File: src/rtl/led_sequencer.sv
// led_sequencer: drives the NUM_LEDS board LEDs through one of four display
// modes (off, Gray-code count, bounce scan, PWM breathe). A LOG2DELAY-bit
// prescaler sets the pattern step rate. Mode changes arrive on a valid/ready
// command port and pass through a one-cycle LOAD state that restarts the pattern.
// Optional build macro LED_SEQ_PAUSE_EN adds a 'pause' input that freezes
// the prescaler and pattern state. BREATHE keeps its PWM carrier running while paused.
module led_sequencer #(
    parameter int NUM_LEDS  = 5,
    parameter int LOG2DELAY = 22,
    parameter int PWM_BITS  = 4
) (
    input  logic                clk,
    input  logic                rst,
`ifdef LED_SEQ_PAUSE_EN
    input  logic                pause,
`endif
    input  logic                cmd_valid,
    output logic                cmd_ready,
    input  logic [1:0]          cmd_mode,
    output logic [NUM_LEDS-1:0] leds,
    output logic                step_strobe,
    output logic [1:0]          cur_mode
);

    localparam int POS_W = $clog2(NUM_LEDS);

    localparam logic [1:0] MODE_OFF     = 2'd0;
    localparam logic [1:0] MODE_GRAY    = 2'd1;
    localparam logic [1:0] MODE_SCAN    = 2'd2;
    localparam logic [1:0] MODE_BREATHE = 2'd3;

    localparam logic [POS_W-1:0]     POS_LAST = POS_W'(NUM_LEDS - 1);
    localparam logic [POS_W-1:0]     POS_PREV = POS_W'(NUM_LEDS - 2);
    localparam logic [LOG2DELAY-1:0] PRE_MAX  = '1;
    localparam logic [PWM_BITS-1:0]  LVL_MAX  = '1;

    typedef enum logic {RUN, LOAD} state_t;

    state_t                state, state_next;
    logic [1:0]            mode_latched, mode_latched_next;
    logic [1:0]            cur_mode_next;
    logic [LOG2DELAY-1:0]  prescaler, prescaler_next;
    logic [NUM_LEDS-1:0]   step, step_next;
    logic [POS_W-1:0]      pos, pos_next;
    logic                  dir_down, dir_down_next;
    logic [PWM_BITS-1:0]   level, level_next;
    logic                  level_down, level_down_next;
    logic [PWM_BITS-1:0]   pwm_cnt, pwm_cnt_next;
    logic [NUM_LEDS-1:0]   leds_next;
    logic                  step_strobe_next;
    logic                  tick;
    logic                  hold;

`ifdef LED_SEQ_PAUSE_EN
    assign hold = pause;
`else
    assign hold = 1'b0;
`endif

    function automatic logic [NUM_LEDS-1:0] gray_of(input logic [NUM_LEDS-1:0] v);
        return v ^ (v >> 1);
    endfunction

    function automatic logic [NUM_LEDS-1:0] onehot_of(input logic [POS_W-1:0] p);
        return {{(NUM_LEDS-1){1'b0}}, 1'b1} << p;
    endfunction

    assign cmd_ready = (state == RUN);

    // Next-state logic: command accept, prescaler, pattern advance and LED drive
    always_comb begin
        state_next        = state;
        mode_latched_next = mode_latched;
        cur_mode_next     = cur_mode;
        prescaler_next    = prescaler;
        step_next         = step;
        pos_next          = pos;
        dir_down_next     = dir_down;
        level_next        = level;
        level_down_next   = level_down;
        pwm_cnt_next      = pwm_cnt + 1'b1;
        leds_next         = leds;
        step_strobe_next  = 1'b0;
        tick              = 1'b0;

        case (state)
            RUN: begin
                if (cmd_valid) begin
                    // Command beats a coincident tick; LOAD clears everything anyway
                    mode_latched_next = cmd_mode;
                    state_next        = LOAD;
                end else begin
                    if (!hold) begin
                        prescaler_next = prescaler + 1'b1;
                    end
                    tick = !hold && (prescaler == PRE_MAX);

                    if (tick && (cur_mode != MODE_OFF)) begin
                        step_strobe_next = 1'b1;
                        case (cur_mode)
                            MODE_GRAY: begin
                                step_next = step + 1'b1;
                            end
                            MODE_SCAN: begin
                                if (!dir_down) begin
                                    if (pos == POS_LAST) begin
                                        dir_down_next = 1'b1;
                                        pos_next      = POS_PREV;
                                    end else begin
                                        pos_next = pos + 1'b1;
                                    end
                                end else begin
                                    if (pos == '0) begin
                                        dir_down_next = 1'b0;
                                        pos_next      = POS_W'(1);
                                    end else begin
                                        pos_next = pos - 1'b1;
                                    end
                                end
                            end
                            MODE_BREATHE: begin
                                if (!level_down) begin
                                    if (level == LVL_MAX) begin
                                        level_down_next = 1'b1;
                                        level_next      = LVL_MAX - 1'b1;
                                    end else begin
                                        level_next = level + 1'b1;
                                    end
                                end else begin
                                    if (level == '0) begin
                                        level_down_next = 1'b0;
                                        level_next      = PWM_BITS'(1);
                                    end else begin
                                        level_next = level - 1'b1;
                                    end
                                end
                            end
                            default: ;
                        endcase
                    end

                    case (cur_mode)
                        MODE_GRAY:    leds_next = gray_of(step_next);
                        MODE_SCAN:    leds_next = onehot_of(pos_next);
                        MODE_BREATHE: leds_next = {NUM_LEDS{pwm_cnt_next < level_next}};
                        default:      leds_next = '0;
                    endcase
                end
            end

            LOAD: begin
                cur_mode_next   = mode_latched;
                prescaler_next  = '0;
                step_next       = '0;
                pos_next        = '0;
                dir_down_next   = 1'b0;
                level_next      = '0;
                level_down_next = 1'b0;
                pwm_cnt_next    = '0;
                leds_next       = '0;
                state_next      = RUN;
            end

            default: state_next = RUN;
        endcase
    end

    // State and output registers with synchronous reset
    always_ff @(posedge clk) begin
        if (rst) begin
            state        <= RUN;
            mode_latched <= MODE_OFF;
            cur_mode     <= MODE_OFF;
            prescaler    <= '0;
            step         <= '0;
            pos          <= '0;
            dir_down     <= 1'b0;
            level        <= '0;
            level_down   <= 1'b0;
            pwm_cnt      <= '0;
            leds         <= '0;
            step_strobe  <= 1'b0;
        end else begin
            state        <= state_next;
            mode_latched <= mode_latched_next;
            cur_mode     <= cur_mode_next;
            prescaler    <= prescaler_next;
            step         <= step_next;
            pos          <= pos_next;
            dir_down     <= dir_down_next;
            level        <= level_next;
            level_down   <= level_down_next;
            pwm_cnt      <= pwm_cnt_next;
            leds         <= leds_next;
            step_strobe  <= step_strobe_next;
        end
    end

endmodule

File: config.mk
export PLATFORM = sky130hd
export DESIGN_NAME = led_sequencer
export DESIGN_NICKNAME = d
export VERILOG_FILES = /design/src/rtl/led_sequencer.sv
export SDC_FILE = /design/constraint.sdc
export NUM_CORES = 1
export LEC_CHECK = 0
export ABC_AREA = 1
export CORE_MARGIN = 1.5
export CORE_UTILIZATION = 38
export DETAILED_ROUTE_END_ITERATION = 16
export RECOVER_POWER = 100
export SLEW_MARGIN = 20
export SYNTH_ARGS = -nofsm -noshare
export SYNTH_HDL_FRONTEND = slang
export SYNTH_SLANG_ARGS = --single-unit
File: constraint.sdc
create_clock -name clk -period 5 [get_ports clk]
set_input_delay 1.25 -clock clk [delete_from_list [all_inputs] [get_ports clk]]
set_output_delay 1.25 -clock clk [all_outputs]
set_load 0.005 [all_outputs]
==> results.ini <==
[place]
numPortBuffers = 13
gp_congestion = 0.859
dp.cells = 520
hpwlAfterDp_um = 4700
dp_slack_ns = 1.39

[routing]
routed_wl_um = 6150
firstDrtPassIters = 4
highest_layer = met4
viasPerCell = 4.91
ant_nets = 0
avgRoutedWirePerCell_um = 11.6
drc = 0
dr.first_iter.drc_count = 109
dr_wl_met2_um = 2780
via_count = 2595
dr_wl_met3_um = 146
wl_met1_um = 3100

[setup_path]
ff2ff_path_depth = 5
startpoint_type = input pin
crit_slowest_cell = nor2_1
cp_top_family = buffers and inverters
path_buf_inv = 3
max_stage_delay_ns = 0.89
path_common_cell = inv_1
critical_path_arrival_ns = 4.11
cp_num_cells = 6
path_class = input pin to flip-flop
critPathCaptureType = flip-flop
cp_cell_sequence = dlygate4sd3_1, nor2_1, inv_1, nor2_2, inv_1, o22ai_1
required_ns = 5.22
cp_max_fo = 19

[synth]
seq_area_frac_synth = 0.351
synthTopCellsByArea = dfxtp_1, nand2_1, inv_1, ha_1, o21ai_0
netlist.area_leader.share = 0.351
ys_ff_latch = 51
ys_types = 35
avgSynthCellArea_um2 = 7.02
syn_inst = 414
synthesis.area_um2 = 2910
synth_top_area_cell = dfxtp_1
synth_warnings = 0
syn_nets = 431

[finish]
drive_above_1_share = 0.114
layout.nets = 445
diodes = 0
final_common_cell = nand2_1
final_cell_mix = nand2_1, inv_1, dfxtp_1
finalNonFillerCells = 528
area_delta_synth_final_pct = 11.0

[clock_tree]
clkLatencyLatePin_ns = 0.30
cts_setup_buffers = 0
cts_root_buf = clkbuf_8
clkTransAtPathRegs_ns = 0.09
cts_tree = done
cts_resized = 0
cts_num_sinks = 51
htree_levels = 2
ctsHoldBuffers = 0
clk_path_buf_depth = 2
tritoncts.num_buffers = 5

[sta]
fmax_mhz = 257
period_share = 0.779
rsz0062_at_grt = false
hold_viol = 0
fin_crit_ns = 3.90
slew_viol_final = 0
fin_ws_ns = 1.10
setup_tns_ns = 0
max_slew.worst_pin.slew_ns = 1.17
skew_ns = 0.00805
slew_headroom = 0.217
finalSetupViolCount = 0

[die]
fp.coreArea_um2 = 7330
num_rows = 31
initial_core_util = 0.396
dieArea_um2 = 8180
ios = 14
fp.dieW_um = 90.4
die_y_um = 90.4

[global_routing]
grt_first_pass_wirelength_um = 10700
overflow = 0
grtUsageTotal = 0.162
grt_max_degree = 20
grt_pass1_vias = 2382
antenna_found_initial = 0

[run_status]
status = complete, no violations

[power_and_ir_drop]
leakagePower_nw = 1.36
power_w = 0.000780
vdd_drop_max_v = 0.000147
power_density_nw_per_um2 = 242

[run]
drv_cap = 0

[hold_path]
hold_path_depth = 2
hold_class = flip-flop to flip-flop

[cell usage after synthesis]
| cell | instances |
|---|---|
| xor2_1 | 5 |
| nor3_1 | 7 |
| nand3_2 | 1 |
| ha_1 | 12 |
| a31oi_1 | 4 |
| xnor2_1 | 2 |
| o21ai_0 | 30 |
| nand2_1 | 87 |
| o21ai_1 | 1 |
| buf_2 | 3 |
| and3_1 | 1 |
| nand2_2 | 11 |
| nand3_1 | 26 |
| clkinv_2 | 1 |
| a32o_1 | 1 |
| nor2_4 | 8 |
| dfxtp_1 | 51 |
| mux2_2 | 1 |
| inv_2 | 8 |
| a21oi_4 | 1 |
| a21oi_1 | 24 |
| or2_2 | 1 |
| a211oi_1 | 3 |
| and2_1 | 1 |
| nor3_2 | 1 |
| nor2_1 | 35 |
| nand4_1 | 5 |
| inv_1 | 52 |
| o22ai_1 | 10 |
| nor2_2 | 10 |
| nand3_4 | 1 |
| clkbuf_1 | 3 |
| o31ai_1 | 1 |
| o21ai_2 | 5 |
| o211a_1 | 1 |
[where the power goes]
part | total [W] | internal [W] | switching, W | leakage (nW)
clock network | 0.000298 | 0.000162 | 0.000136 | 0.0612
logic | 0.0000560 | 0.0000202 | 0.0000358 | 0.882
registers | 0.000427 | 0.000417 | 0.0000100 | 0.413
[worst paths after layout]
path,start,slack [ns],endpoint
min reg2reg,leds[4],0.45,leds[4]
max,rst,1.10,level[1]
max reg2reg,state,2.25,level[1]
min,leds[4],0.45,leds[4]
[routing by layer]
metal | vias up | GRT usage
li1 | 1377 | -
met1 | 1167 | 0.216
met2 | 39 | 0.261
met3 | 12 | 0.0253
met4 | 0 | 0.0635
met5 | - | 0
[metrics by stage]
| step | utilization | instance area, um^2 | hold slack (ns) |
|---|---|---|---|
| detailed placement | 0.427 | 3130 | 0.446 |
| global route | 0.440 | 3230 | 0.488 |
| CTS | 0.443 | 3250 | 0.461 |
| finish | 0.440 | 3230 | 0.454 |
| global placement | 0.427 | 3130 | 0.448 |
| floorplan | - | 2910 | 0.430 |
[final cells by class]
cell class,instances,area [um^2]
tap,99,124
inverter,61,230
fill,758,4110
sequential,51,1020
multi-input combinational,296,1600
clock buffer,6,82.6
clock inverter,2,35.0
timing repair buffer,13,130
[worst reg2reg max path, cell delays in order, from the launching register on]
cell	delay [ns]
dfxtp_1	0.36
nor2_1	0.90
inv_1	0.52
nor2_2	0.38
inv_1	0.27
o22ai_1	0.22
[flip-flops by register name (all words and copies together), names as in the netlist]
register      cells
cur_mode          2
dir_down          1
leds              5
level             4
level_down        1
mode_latched      2
pos               3
prescaler        22
pwm_cnt           4
state             1
step              5
step_strobe       1
[kinds of logic after synthesis]
group,share of synthesized area
adder cells (fa/ha/maj),0.0517
multiplexers,0.00388
buffers and inverters,0.0883
AND/OR/NAND/NOR,0.321
XOR/XNOR,0.0211
AO/OA/AOI/OAI,0.163
flip-flops,0.351
Power figures use the tool's default switching activity.
